--- config.mk ---
export PLATFORM = sky130hd
export DESIGN_NAME = equal
export DESIGN_NICKNAME = d
export VERILOG_FILES = /design/src/rtl/equal.sv
export SDC_FILE = /design/constraint.sdc
export NUM_CORES = 1
export LEC_CHECK = 0
export BUFFER_PORTS_ARGS = -buffer_cell sky130_fd_sc_hd__buf_4
export CORE_MARGIN = 3
export CORE_UTILIZATION = 34
export DETAILED_ROUTE_END_ITERATION = 12
export HOLD_SLACK_MARGIN = 0.06
export RECOVER_POWER = 100
export SETUP_SLACK_MARGIN = 0.15
export SLEW_MARGIN = 20
export SYNTH_ARGS = -nofsm -noshare
export SYNTH_HDL_FRONTEND = slang
export SYNTH_SLANG_ARGS = --single-unit
--- constraint.sdc ---
create_clock -name aclk -period 4.05 [get_ports aclk]
set_input_delay 1.215 -clock aclk [delete_from_list [all_inputs] [get_ports aclk]]
set_output_delay 1.215 -clock aclk [all_outputs]
set_load 0.03 [all_outputs]
--- src/rtl/equal.sv ---
// Race-logic temporal EQUAL gate.
// Each input carries one value per gamma cycle as the arrival time of its
// leading edge. y reproduces that arrival time (as a PULSE_WIDTH-cycle pulse)
// only when a and b arrive in the same clock sample; otherwise y stays idle
// for the whole gamma cycle, which encodes "infinity".
// Optional build macro EQUAL_FALLING_EDGE_EN switches to falling-edge coding:
// idle level 1, events are 1->0 transitions, the output pulse is driven low.
// The first sample after any reset only captures the input level, so an
// input that is already at its active level when reset releases never counts
// as an arrival.
`default_nettype none

module equal #(
  parameter int GAMMA_CYCLE_WIDTH = 16,
  parameter int PULSE_WIDTH       = 8
) (
  input  logic aclk,
  input  logic grst,
  input  logic rst,
  input  logic a,
  input  logic b,
  output logic y
);

  localparam int GCNT_W = $clog2(GAMMA_CYCLE_WIDTH + 1);
  localparam int PCNT_W = $clog2(PULSE_WIDTH + 1);
  localparam logic [GCNT_W-1:0] GAMMA_END  = GCNT_W'(GAMMA_CYCLE_WIDTH);
  localparam logic [PCNT_W-1:0] PULSE_LOAD = PCNT_W'(PULSE_WIDTH - 1);

`ifdef EQUAL_FALLING_EDGE_EN
  localparam logic IDLE = 1'b1;
`else
  localparam logic IDLE = 1'b0;
`endif

  logic              a_q;
  logic              b_q;
  logic              done;
  logic              primed;
  logic              y_r;
  logic [PCNT_W-1:0] pcnt;
  logic [GCNT_W-1:0] gcnt;

  logic ea;
  logic eb;
  logic win;
  logic pulsing;

  // Arrival detection: a transition away from the idle level, ignored on the
  // first sample after reset since there is no real previous sample yet.
  always_comb begin
    ea      = primed & (a_q == IDLE) & (a != IDLE);
    eb      = primed & (b_q == IDLE) & (b != IDLE);
    win     = (gcnt < GAMMA_END);
    pulsing = (y_r != IDLE);
  end

  // Gamma-cycle state: position counter, one-shot resolve, and output pulse.
  always_ff @(posedge aclk or negedge grst) begin
    if (!grst) begin
      a_q    <= IDLE;
      b_q    <= IDLE;
      done   <= 1'b0;
      primed <= 1'b0;
      y_r    <= IDLE;
      pcnt   <= '0;
      gcnt   <= '0;
    end else if (rst) begin
      a_q    <= IDLE;
      b_q    <= IDLE;
      done   <= 1'b0;
      primed <= 1'b0;
      y_r    <= IDLE;
      pcnt   <= '0;
      gcnt   <= '0;
    end else begin
      a_q    <= a;
      b_q    <= b;
      primed <= 1'b1;
      if (win) begin
        gcnt <= gcnt + GCNT_W'(1);
      end
      if (!win) begin
        y_r  <= IDLE;
        pcnt <= '0;
      end else if (pulsing) begin
        if (pcnt != '0) begin
          pcnt <= pcnt - PCNT_W'(1);
        end else begin
          y_r <= IDLE;
        end
      end else if (!done && ea && eb) begin
        y_r  <= ~IDLE;
        pcnt <= PULSE_LOAD;
        done <= 1'b1;
      end else if (!done && (ea ^ eb)) begin
        done <= 1'b1;
      end
    end
  end

  assign y = y_r;

endmodule

`default_nettype wire

==> results_tabular.tex, run 1 <==
\begin{tabular}{lr}
\hline
Metric & Value \\
\hline
\multicolumn{2}{l}{\textbf{STA}} \\
Clock skew & 2.74 ps \\
Accumulated negative setup slack & 0 ps \\
Max frequency & 427 MHz \\
Worst slew slack as a fraction of its limit & 0.511 \\
Count of final max-slew check failures & 0 \\
Setup repair after global routing missed its margin & false \\
Final hold violation count & 0 \\
Slew of the pin with the lowest slew margin & 734 ps \\
Final-report setup violation count & 0 \\
Worst Hold Slack & 517 ps \\
Post-layout minimum cycle time & 2340 ps \\
Final worst-path cycle share & 0.578 \\
\multicolumn{2}{l}{\textbf{Critical path}} \\
Crit path cell chain & clkbuf\_1 \\
Source of the critical timing path & y \\
Depth of the worst register-to-register path & 5 \\
Arrival time reported for the critical path endpoint & 1130 ps \\
Critical path fanouts, max & 10 \\
WP data required & 2830 ps \\
Maximum cell stage delay along the critical path & 500 ps \\
Setup crit end kind & output port \\
Element type at the critical path start & flop \\
Gate family responsible for the most delay along the worst path & flip-flops \\
Cell at the slowest stage of the critical path & sky130\_fd\_sc\_hd\_\_dfrtp\_1 \\
Critical R2R Launch & pcnt[0] \\
Crit path kind & reg2out \\
Reg2Reg Capture Point & pcnt[0] \\
WP buf/inv & 1 \\
Setup slack of the worst register-to-register path & 2550 ps \\
\multicolumn{2}{l}{\textbf{Synthesis}} \\
Post-Syn Nets & 70 \\
Area contributors post-synth & sky130\_fd\_sc\_hd\_\_dfrtp\_1 (52\%), sky130\_fd\_sc\_hd\_\_nor2b\_1 (5.6\%), sky130\_fd\_sc\_hd\_\_nor2\_1 (4.5\%), sky130\_fd\_sc\_hd\_\_a31oi\_1 (3.7\%), sky130\_fd\_sc\_hd\_\_ha\_1 (3.7\%) \\
Netlist cell types & 25 \\
Synth top cells by count & sky130\_fd\_sc\_hd\_\_dfrtp\_1 (14), sky130\_fd\_sc\_hd\_\_nor2\_1 (8), sky130\_fd\_sc\_hd\_\_nor2b\_1 (6), sky130\_fd\_sc\_hd\_\_a31oi\_1 (4), sky130\_fd\_sc\_hd\_\_inv\_1 (4) \\
Share of synthesized area spent on multiplexers & 0.0316 \\
Synth Flop Type & sky130\_fd\_sc\_hd\_\_dfrtp\_1 \\
Yosys top cell by area & sky130\_fd\_sc\_hd\_\_dfrtp\_1 \\
Ys Warns & 0 \\
Mapped cell area & 673 um2 \\
Portion of synthesized cell area occupied by the leading cell type & 0.520 \\
Syn Area/Cell & 10.7 um2 \\
Combinational family with the most area after synthesis & simple AND/OR/NAND/NOR gates \\
Area fraction in and, or, nand and nor cells after synthesis & 0.199 \\
Count of flip-flops with a built-in enable after synthesis & 0 \\
Compound-cell area share of the yosys netlist & 0.123 \\
Fraction of synthesized cell area in xor and xnor cells & 0.0390 \\
Adder-cell area share of the yosys netlist & 0.0372 \\
Post-Synthesis Cells & 63 \\
Most numerous cell in the Yosys netlist & sky130\_fd\_sc\_hd\_\_dfrtp\_1 \\
Asr flop ratio synth & 1.00 \\
Number of register bits inferred by synthesis & 14 \\
Share of the yosys chip area belonging to registers & 0.520 \\
\multicolumn{2}{l}{\textbf{Power}} \\
VDD IR max & 0.175 mV \\
Static Leakage & 0.326 nW \\
Power density relative to cell area & 347 nW/um2 \\
Overall Power & 0.000255 W \\
\multicolumn{2}{l}{\textbf{Worst hold path}} \\
Depth of the worst hold-timing path & 2 \\
Endpoint with the worst hold slack & done \\
Source of the worst hold timing path & done \\
Type of the tightest min-delay check & reg2reg \\
\multicolumn{2}{l}{\textbf{Clocking}} \\
Post-cts repair resize count & 0 \\
Number of buffers on the longest clock path & 2 \\
Clock tree from TritonCTS & yes \\
Number of buffers created by CTS & 3 \\
Clk Tree Root Cell & sky130\_fd\_sc\_hd\_\_clkbuf\_4 \\
H-tree levels & 1 \\
Clock latency on the worst-skew pair & 270 ps \\
Hold buffer count at CTS & 0 \\
Register clock-pin slew on the reported worst setup and hold paths & 80 ps \\
Clock sink count & 14 \\
Post-CTS Repair Setup Buffers & 0 \\
\multicolumn{2}{l}{\textbf{Placement}} \\
Routability congestion estimate from global placement & 0.725 \\
Post-DP Area & 723 um2 \\
Count of port buffers added during placement & 5 \\
Detailed placer's ending HPWL & 793 um \\
\multicolumn{2}{l}{\textbf{Routing}} \\
DR DRC count & 0 \\
Remaining number of nets flagged by the antenna check after routing & 0 \\
Routed length on met2 & 523 um \\
Top layer used by detailed routing & met4 \\
Detailed route wirelength on metal3 & 52 um \\
Vias per inst & 4.94 \\
Length of routed wiring on met1 & 485 um \\
Initial detailed-routing violation count & 0 \\
Final wirelength & 1070 um \\
First-pass iteration count of the detailed router & 1 \\
Detailed-route wire length per cell & 11.5 um \\
Detailed-route via count & 459 \\
\multicolumn{2}{l}{\textbf{Global routing}} \\
Total overflow reported by the global router & 0 \\
Antenna violations before repair & 0 \\
Total global routing track utilization & 0.101 \\
Vias in the first global route & 448 \\
Maximum number of pins on one net before global-route repair & 15 \\
First-pass GRT wire length & 1860 um \\
\multicolumn{2}{l}{\textbf{Cells and area}} \\
Total number of nets in the final design & 77 \\
Inserted Diodes & 0 \\
Fraction of layout cells with a size suffix above 1 & 0.132 \\
Layout Cell Area excl Fill & 734 um2 \\
Layout area overhead & 9.11\% \\
\multicolumn{2}{l}{\textbf{Floorplanning}} \\
Starting Density & 0.374 \\
Total core area & 1800 um2 \\
Die height & 50.5 um \\
Standard-cell rows & 15 \\
Die footprint & 2550 um2 \\
Die Span X & 50.5 um \\
I/O pin count & 6 \\
\multicolumn{2}{l}{\textbf{Status}} \\
Status & completed \\
\multicolumn{2}{l}{\textbf{Flow run}} \\
Number of max-cap violations & 0 \\
\hline
\end{tabular}
-- layout make-up --
class / count / area, um2
clock buffers: 3 / 22.5
flip-flops and latches: 14 / 350
multi-input cells: 42 / 289
fillers: 191 / 1070
inverters: 4 / 15.0
well taps: 25 / 31.3
repair buffers: 5 / 26.3
-- stage by stage --
step                      worst slack [ps]  cells  utilization
after CTS                             1810     93        0.414
after global routing                  1640     93        0.408
after global placement                1940     90        0.401
after floorplan                       2150     63            -
after detailed placement              1930     90        0.401
final                                 1710     93        0.408
-- per-layer routing --
metal  global-route usage  up-vias
li1                     -      226
met1                0.107      225
met2                0.167        6
met3               0.0564        2
met4               0.0404        0
met5                    0        -
-- flip-flops by register name, summed over array words and instances, names as in the netlist --
signal,count
a_q,1
b_q,1
y,1
pcnt,4
primed,1
gcnt,5
done,1
-- worst max-delay path by stage --
stage,endpoint,slack (ps),depth (start not counted)
6_report,y,1710,1
4_1_cts,y,1810,1
3_3_place_gp,pcnt[3],1940,4
2_1_floorplan,pcnt[3],2150,3
5_1_grt,y,1640,1
3_5_place_dp,pcnt[0],1930,4
-- cell families after synthesis --
family	count (synthesis)
mux	2
xor+xnor	3
buf+inv	7
flops	14
compound gates	12
simple gates	23
fa+ha+maj	2
-- cell usage in the layout (no fill, tap or decap) --
master                     synthesis  final
sky130_fd_sc_hd__and4bb_2          1      1
sky130_fd_sc_hd__xnor2_1           1      1
sky130_fd_sc_hd__clkbuf_1          2      3
sky130_fd_sc_hd__buf_4             0      1
sky130_fd_sc_hd__inv_1             4      4
sky130_fd_sc_hd__clkbuf_4          0      4
sky130_fd_sc_hd__mux2_2            1      1
sky130_fd_sc_hd__o211ai_1          1      1
sky130_fd_sc_hd__ha_1              2      2
sky130_fd_sc_hd__a32o_1            1      1
sky130_fd_sc_hd__nor3_1            1      1
sky130_fd_sc_hd__nor3b_1           1      1
sky130_fd_sc_hd__nor2_1            8      8
sky130_fd_sc_hd__a21oi_1           3      3
sky130_fd_sc_hd__a31oi_1           4      4
sky130_fd_sc_hd__xor2_1            2      2
sky130_fd_sc_hd__nand3b_1          1      1
sky130_fd_sc_hd__a31o_1            2      2
sky130_fd_sc_hd__or2_2             1      1
sky130_fd_sc_hd__nor2b_1           6      6
sky130_fd_sc_hd__dfrtp_1          14     14
sky130_fd_sc_hd__nand2_1           2      2
sky130_fd_sc_hd__nand4b_1          1      1
sky130_fd_sc_hd__or3b_4            1      1
sky130_fd_sc_hd__mux2i_1           1      1
sky130_fd_sc_hd__a21boi_0          1      1
-- worst register-to-register path, stage by stage (launching register included) --
cell,delay [ps]
sky130_fd_sc_hd__dfrtp_1,400
sky130_fd_sc_hd__inv_1,90
sky130_fd_sc_hd__ha_1,190
sky130_fd_sc_hd__or3b_4,400
sky130_fd_sc_hd__a31o_1,220
sky130_fd_sc_hd__a31oi_1,130
-- power breakdown --
| part | internal (W) | switching, W | total (W) | leakage, nW |
|---|---|---|---|---|
| logic | 0.0000137 | 0.0000147 | 0.0000284 | 0.125 |
| registers | 0.000146 | 0.00000472 | 0.000151 | 0.187 |
| clock network | 0.0000345 | 0.0000416 | 0.0000760 | 0.0138 |
(Power assumes the default switching activity.)
==> run 2, diff against run 1 <==
ABC_AREA = 1   (was not set)
clock period = 1.95 ns   (was 4.05 ns; I/O delays follow)
==> results_tabular.tex, run 2 <==
\begin{tabular}{lr}
\hline
Metric & Value \\
\hline
\multicolumn{2}{l}{\textbf{Power}} \\
Clock power share & 0.281 \\
Overall Power & 0.000553 W \\
Power density relative to cell area & 693 nW/um2 \\
VDD IR max & 0.386 mV \\
Sequential fraction of design power & 0.578 \\
Net switching power & 0.000147 W \\
Static Leakage & 0.421 nW \\
Internal power & 0.000407 W \\
Logic gate share of total power & 0.141 \\
Net switching share of the total power & 0.265 \\
\multicolumn{2}{l}{\textbf{Placement}} \\
Routability congestion estimate from global placement & 0.791 \\
Post-DP Area & 806 um2 \\
Count of port buffers added during placement & 5 \\
Detailed placer's ending HPWL & 915 um \\
\multicolumn{2}{l}{\textbf{Clocking}} \\
Clock sink count & 14 \\
Clock tree from TritonCTS & yes \\
H-tree levels & 1 \\
Clock latency on the worst-skew pair & 280 ps \\
Clk Tree Root Cell & sky130\_fd\_sc\_hd\_\_clkbuf\_4 \\
Number of buffers created by CTS & 3 \\
Post-cts repair resize count & 0 \\
Register clock-pin slew on the reported worst setup and hold paths & 80 ps \\
Hold buffer count at CTS & 0 \\
Number of buffers on the longest clock path & 2 \\
Post-CTS Repair Setup Buffers & 0 \\
\multicolumn{2}{l}{\textbf{Critical path}} \\
Crit path kind & reg2out \\
Element type at the critical path start & flop \\
WP buf/inv & 1 \\
Critical path fanouts, max & 5 \\
Arrival time reported for the critical path endpoint & 1030 ps \\
Setup slack of the worst register-to-register path & 600 ps \\
Depth of the worst register-to-register path & 7 \\
Gate family responsible for the most delay along the worst path & flip-flops \\
Capture point of the critical path & y \\
Maximum cell stage delay along the critical path & 420 ps \\
WP data required & 1360 ps \\
Critical R2R Launch & gcnt[4] \\
Reg2Reg Capture Point & pcnt[2] \\
Source of the critical timing path & y \\
Setup crit end kind & output port \\
Critical Path Stages & 1 \\
Crit path cell chain & clkbuf\_1 \\
Cell at the slowest stage of the critical path & sky130\_fd\_sc\_hd\_\_dfrtp\_1 \\
\multicolumn{2}{l}{\textbf{Cells and area}} \\
Most frequent cells in the layout & sky130\_fd\_sc\_hd\_\_nand2\_1 (23), sky130\_fd\_sc\_hd\_\_inv\_1 (15), sky130\_fd\_sc\_hd\_\_dfrtp\_1 (14) \\
Number of flip-flops under the largest register name & 5 \\
Fraction of layout cells with a size suffix above 1 & 0.121 \\
Most frequent standard cell in the layout excluding fill and tap cells & sky130\_fd\_sc\_hd\_\_nand2\_1 \\
Largest reg by FF count & gcnt \\
Inserted Diodes & 0 \\
Layout Cell Area excl Fill & 798 um2 \\
Top Registers & gcnt (5), pcnt (4) \\
Total number of nets in the final design & 108 \\
Layout area overhead & 8.69\% \\
\multicolumn{2}{l}{\textbf{STA}} \\
Accumulated negative setup slack & 0 ps \\
Setup repair after global routing missed its margin & false \\
Slew of the pin with the lowest slew margin & 734 ps \\
Worst slew slack as a fraction of its limit & 0.511 \\
Count of final max-slew check failures & 0 \\
Final worst-path cycle share & 0.827 \\
Final hold violation count & 0 \\
Worst Hold Slack & 335 ps \\
Post-layout minimum cycle time & 1610 ps \\
Max frequency & 620 MHz \\
Final-report setup violation count & 0 \\
Clock skew & 4.67 ps \\
\multicolumn{2}{l}{\textbf{Routing}} \\
Remaining number of nets flagged by the antenna check after routing & 0 \\
First-pass iteration count of the detailed router & 2 \\
Detailed route wirelength on metal3 & 62 um \\
Top layer used by detailed routing & met4 \\
Detailed-route wire length per cell & 9.21 um \\
Initial detailed-routing violation count & 8 \\
DR DRC count & 0 \\
Vias per inst & 4.24 \\
Length of routed wiring on met1 & 562 um \\
Final wirelength & 1160 um \\
Routed length on met2 & 520 um \\
Detailed-route via count & 534 \\
\multicolumn{2}{l}{\textbf{Synthesis}} \\
Portion of synthesized cell area occupied by the leading cell type & 0.477 \\
Asr flop ratio synth & 1.00 \\
Most numerous cell in the Yosys netlist & sky130\_fd\_sc\_hd\_\_nand2\_1 \\
Share of the yosys chip area belonging to registers & 0.477 \\
Combinational family with the most area after synthesis & simple AND/OR/NAND/NOR gates \\
Netlist cell types & 18 \\
Compound-cell area share of the yosys netlist & 0.0716 \\
Area contributors post-synth & sky130\_fd\_sc\_hd\_\_dfrtp\_1 (48\%), sky130\_fd\_sc\_hd\_\_nand2\_1 (11\%), sky130\_fd\_sc\_hd\_\_inv\_1 (7.2\%), sky130\_fd\_sc\_hd\_\_nand3\_1 (5.5\%), sky130\_fd\_sc\_hd\_\_nor2\_1 (5.1\%) \\
Yosys top cell by area & sky130\_fd\_sc\_hd\_\_dfrtp\_1 \\
Synth Flop Type & sky130\_fd\_sc\_hd\_\_dfrtp\_1 \\
Post-Synthesis Cells & 91 \\
Syn Area/Cell & 8.07 um2 \\
Count of flip-flops with a built-in enable after synthesis & 0 \\
Number of register bits inferred by synthesis & 14 \\
Ys Warns & 0 \\
Area fraction in and, or, nand and nor cells after synthesis & 0.327 \\
Adder-cell area share of the yosys netlist & 0.0341 \\
Synth top cells by count & sky130\_fd\_sc\_hd\_\_nand2\_1 (21), sky130\_fd\_sc\_hd\_\_dfrtp\_1 (14), sky130\_fd\_sc\_hd\_\_inv\_1 (14), sky130\_fd\_sc\_hd\_\_nor2\_1 (10), sky130\_fd\_sc\_hd\_\_nand3\_1 (8) \\
Post-Syn Nets & 98 \\
Fraction of synthesized cell area in xor and xnor cells & 0 \\
Mapped cell area & 734 um2 \\
Share of synthesized area spent on multiplexers & 0 \\
\multicolumn{2}{l}{\textbf{Floorplanning}} \\
Die footprint & 2750 um2 \\
Standard-cell rows & 16 \\
Starting Density & 0.367 \\
Total core area & 2000 um2 \\
Die Span X & 52.5 um \\
I/O pin count & 6 \\
Die height & 52.5 um \\
\multicolumn{2}{l}{\textbf{Global routing}} \\
Total global routing track utilization & 0.114 \\
Antenna violations before repair & 0 \\
Maximum number of pins on one net before global-route repair & 15 \\
First-pass GRT wire length & 2220 um \\
Vias in the first global route & 498 \\
Total overflow reported by the global router & 0 \\
\multicolumn{2}{l}{\textbf{Flow run}} \\
Number of max-cap violations & 0 \\
\multicolumn{2}{l}{\textbf{Status}} \\
Status & completed \\
\multicolumn{2}{l}{\textbf{Worst hold path}} \\
Type of the tightest min-delay check & in2async \\
\hline
\end{tabular}
-- run 2: changes by cell type in the layout (fill, tap and decap cells not counted), moves of 4 or more --
cell	before	now
sky130_fd_sc_hd__a31oi_1	4	0
sky130_fd_sc_hd__inv_1	4	15
sky130_fd_sc_hd__nand2_1	2	23
sky130_fd_sc_hd__nand3_1	0	8
sky130_fd_sc_hd__nor2b_1	6	0
sky130_fd_sc_hd__o21ai_0	0	5
-- run 2: power groups by stage --
stage | combinational (W) | clock [W] | sequential [W]
4_1_cts | 0.0000859 | 0.000170 | 0.000320
3_5_place_dp | 0.0000851 | 0 | 0.000326
2_1_floorplan | 0.0000593 | 0 | 0.000323
6_report | 0.0000780 | 0.000156 | 0.000320
3_3_place_gp | 0.0000846 | 0 | 0.000325
5_1_grt | 0.0000951 | 0.000181 | 0.000323
-- run 2: through the flow --
step | std cells | util | setup WS [ps]
6_report | 126 | 0.399 | 337
5_1_grt | 126 | 0.399 | 268
4_1_cts | 126 | 0.414 | 401
3_5_place_dp | 123 | 0.403 | 536
3_3_place_gp | 123 | 0.403 | 550
2_1_floorplan | 91 | - | 718
-- run 2: logic make-up (layout without fill, tap and decap cells) --
logic type | after synthesis | count (layout)
fa+ha+maj | 2 | 2
buf+inv | 17 | 25
compound gates | 10 | 10
simple gates | 48 | 48
flops | 14 | 14
-- run 2: metal layers --
layer,vias up,track usage
met4,0,0.0511
met2,8,0.157
met3,2,0.0513
met1,225,0.149
met5,-,0
li1,299,-
-- run 2: worst min path at each step --
stage / endpoint / slack [ps] / depth (start not counted) / start
2_1_floorplan: a_q / 290 / 0 / grst
3_3_place_gp: pcnt[3] / 450 / 1 / grst
3_5_place_dp: pcnt[0] / 450 / 1 / grst
4_1_cts: pcnt[3] / 130 / 1 / grst
5_1_grt: pcnt[2] / 380 / 1 / grst
6_report: pcnt[3] / 330 / 1 / grst
-- run 2: layout make-up --
class	instances	area, um2
clock buffer	3	22.5
fill	221	1200
inverter	17	65.1
multi-input combinational	60	300
sequential	14	350
tap	27	33.8
timing repair buffer	5	26.3
==> run 3, diff against run 2 <==
clock period = 1.65 ns   (was 1.95 ns; I/O delays follow)
==> results_tabular.tex, run 3 (synthesis gave the netlist of run 2 again) <==
\begin{tabular}{lr}
\hline
Metric & Value \\
\hline
\multicolumn{2}{l}{\textbf{Routing}} \\
DR DRC count & 0 \\
Vias per inst & 4.22 \\
Detailed-route via count & 540 \\
Final wirelength & 1230 um \\
Remaining number of nets flagged by the antenna check after routing & 0 \\
Detailed-route wire length per cell & 9.60 um \\
First-pass iteration count of the detailed router & 4 \\
Initial detailed-routing violation count & 12 \\
\multicolumn{2}{l}{\textbf{Status}} \\
Status & completed \\
\multicolumn{2}{l}{\textbf{Cells and area}} \\
Inserted Diodes & 0 \\
Layout area overhead & 12.8\% \\
Fraction of layout cells with a size suffix above 1 & 0.149 \\
Most frequent cells in the layout & sky130\_fd\_sc\_hd\_\_nand2\_1 (22), sky130\_fd\_sc\_hd\_\_inv\_1 (15), sky130\_fd\_sc\_hd\_\_dfrtp\_1 (14) \\
Top Registers & gcnt (5), pcnt (4) \\
Number of filler cells placed in the layout & 215 \\
Number of flip-flops under the largest register name & 5 \\
Largest reg by FF count & gcnt \\
Most frequent standard cell in the layout excluding fill and tap cells & sky130\_fd\_sc\_hd\_\_nand2\_1 \\
Total number of nets in the final design & 109 \\
\multicolumn{2}{l}{\textbf{Clocking}} \\
Register clock-pin slew on the reported worst setup and hold paths & 90 ps \\
Post-CTS Repair Setup Buffers & 0 \\
H-tree levels & 1 \\
Number of buffers on the longest clock path & 2 \\
Clock sink count & 14 \\
Clk Tree Root Cell & sky130\_fd\_sc\_hd\_\_clkbuf\_4 \\
Clock tree from TritonCTS & yes \\
Clock latency on the worst-skew pair & 280 ps \\
Number of buffers created by CTS & 3 \\
\multicolumn{2}{l}{\textbf{Floorplanning}} \\
Total core area & 2000 um2 \\
Starting Density & 0.367 \\
Die height & 52.5 um \\
Die Span X & 52.5 um \\
Die footprint & 2750 um2 \\
I/O pin count & 6 \\
Standard-cell rows & 16 \\
\multicolumn{2}{l}{\textbf{STA}} \\
Setup repair after global routing missed its margin & false \\
Final-report setup violation count & 0 \\
Final worst-path cycle share & 0.848 \\
Final hold violation count & 0 \\
Slew of the pin with the lowest slew margin & 765 ps \\
Accumulated negative setup slack & 0 ps \\
Worst slew slack as a fraction of its limit & 0.490 \\
Count of final max-slew check failures & 0 \\
Post-layout minimum cycle time & 1400 ps \\
Max frequency & 715 MHz \\
Clock skew & 3.40 ps \\
\multicolumn{2}{l}{\textbf{Global routing}} \\
GRT met2 Usage & 0.151 \\
Antenna violations before repair & 0 \\
First-pass GRT wire length & 2120 um \\
Maximum number of pins on one net before global-route repair & 15 \\
Vias in the first global route & 470 \\
Global routing usage on met1 & 0.145 \\
Routing layer with the top usage in global route & met2 \\
Met3 Resource Use GR & 0.0598 \\
Total overflow reported by the global router & 0 \\
Total global routing track utilization & 0.107 \\
\multicolumn{2}{l}{\textbf{Critical path}} \\
Element type at the critical path start & flop \\
WP data required & 1150 ps \\
Gate family responsible for the most delay along the worst path & flip-flops \\
Cell at the slowest stage of the critical path & sky130\_fd\_sc\_hd\_\_dfrtp\_1 \\
Setup crit end kind & output port \\
Crit path kind & reg2out \\
WP buf/inv & 1 \\
Crit path cell chain & buf\_4 \\
Critical path fanouts, max & 5 \\
Arrival time reported for the critical path endpoint & 900 ps \\
Maximum cell stage delay along the critical path & 430 ps \\
\multicolumn{2}{l}{\textbf{Power}} \\
Static Leakage & 0.437 nW \\
Power density relative to cell area & 871 nW/um2 \\
Overall Power & 0.000722 W \\
VDD IR max & 0.614 mV \\
\multicolumn{2}{l}{\textbf{Placement}} \\
Routability congestion estimate from global placement & 0.791 \\
Count of port buffers added during placement & 5 \\
Detailed placer's ending HPWL & 925 um \\
\multicolumn{2}{l}{\textbf{Flow run}} \\
Number of max-cap violations & 0 \\
\multicolumn{2}{l}{\textbf{Worst hold path}} \\
Type of the tightest min-delay check & in2reg \\
\hline
\end{tabular}
## run 3: cell types whose count changed in the layout (fill, tap and decap cells not counted), sizes merged
cell and delta:
buf +1, dlygate4sd3 +1
## run 3: path summary, 6_finish.rpt
check,endpoint,start,slack (ps),cells past startpoint
setup / recovery,y,y,250,1
hold / removal,b_q,b,430,3
setup reg to reg,pcnt[2],gcnt[4],320,7
hold reg to reg,pcnt[0],pcnt[0],490,2
max in group asynchronous,done,grst,380,2
min in group asynchronous,pcnt[3],grst,790,2
## run 3: power by group
part	switching, W	total, W	internal (W)
Sequential	0.0000138	0.000378	0.000364
Clock	0.000113	0.000247	0.000134
Combinational	0.0000622	0.0000960	0.0000338
Total	0.000189	0.000722	0.000532
## run 3: layout make-up
type	count	area, um2	share of cell area
Clock buffer	4	36.3	0.0438
Inverter	17	65.1	0.0785
Multi-Input combinational cell	60	303	0.366
Sequential cell	14	350	0.423
Tap cell	27	33.8	0.0408
Timing Repair Buffer	6	40.0	0.0483
## run 3: per-layer routing
metal / vias up / wire length (um) / part of all wire
li1: 300 / - / -
met1: 226 / 621 / 0.51
met2: 12 / 516 / 0.42
met3: 2 / 80 / 0.065
met4: 0 / 10 / 0.0081
met5: - / 0 / 0
## run 3: stage by stage
stage,instances,utilization,hold slack [ps],cell area (um2),setup slack [ps]
after global routing,128,0.414,410,828,105
after CTS,128,0.426,406,852,195
after global placement,123,0.403,357,806,340
final,128,0.414,429,828,251
after floorplan,91,-,199,734,470
after detailed placement,123,0.403,358,806,321
## run 3: repair_timing
action | CTS | global route
hold buffers | 1 | 0
endpoints found under the hold margin | 14 | 0
setup endpoints to repair | 0 | 1
resized for setup | 0 | 1
## run 3: worst reg2reg max path: cells and delay by family (launching register included)
family	cells	cell delay [ps]
DFF	1	380
buffers and inverters	1	150
and+or+nand+nor	6	760
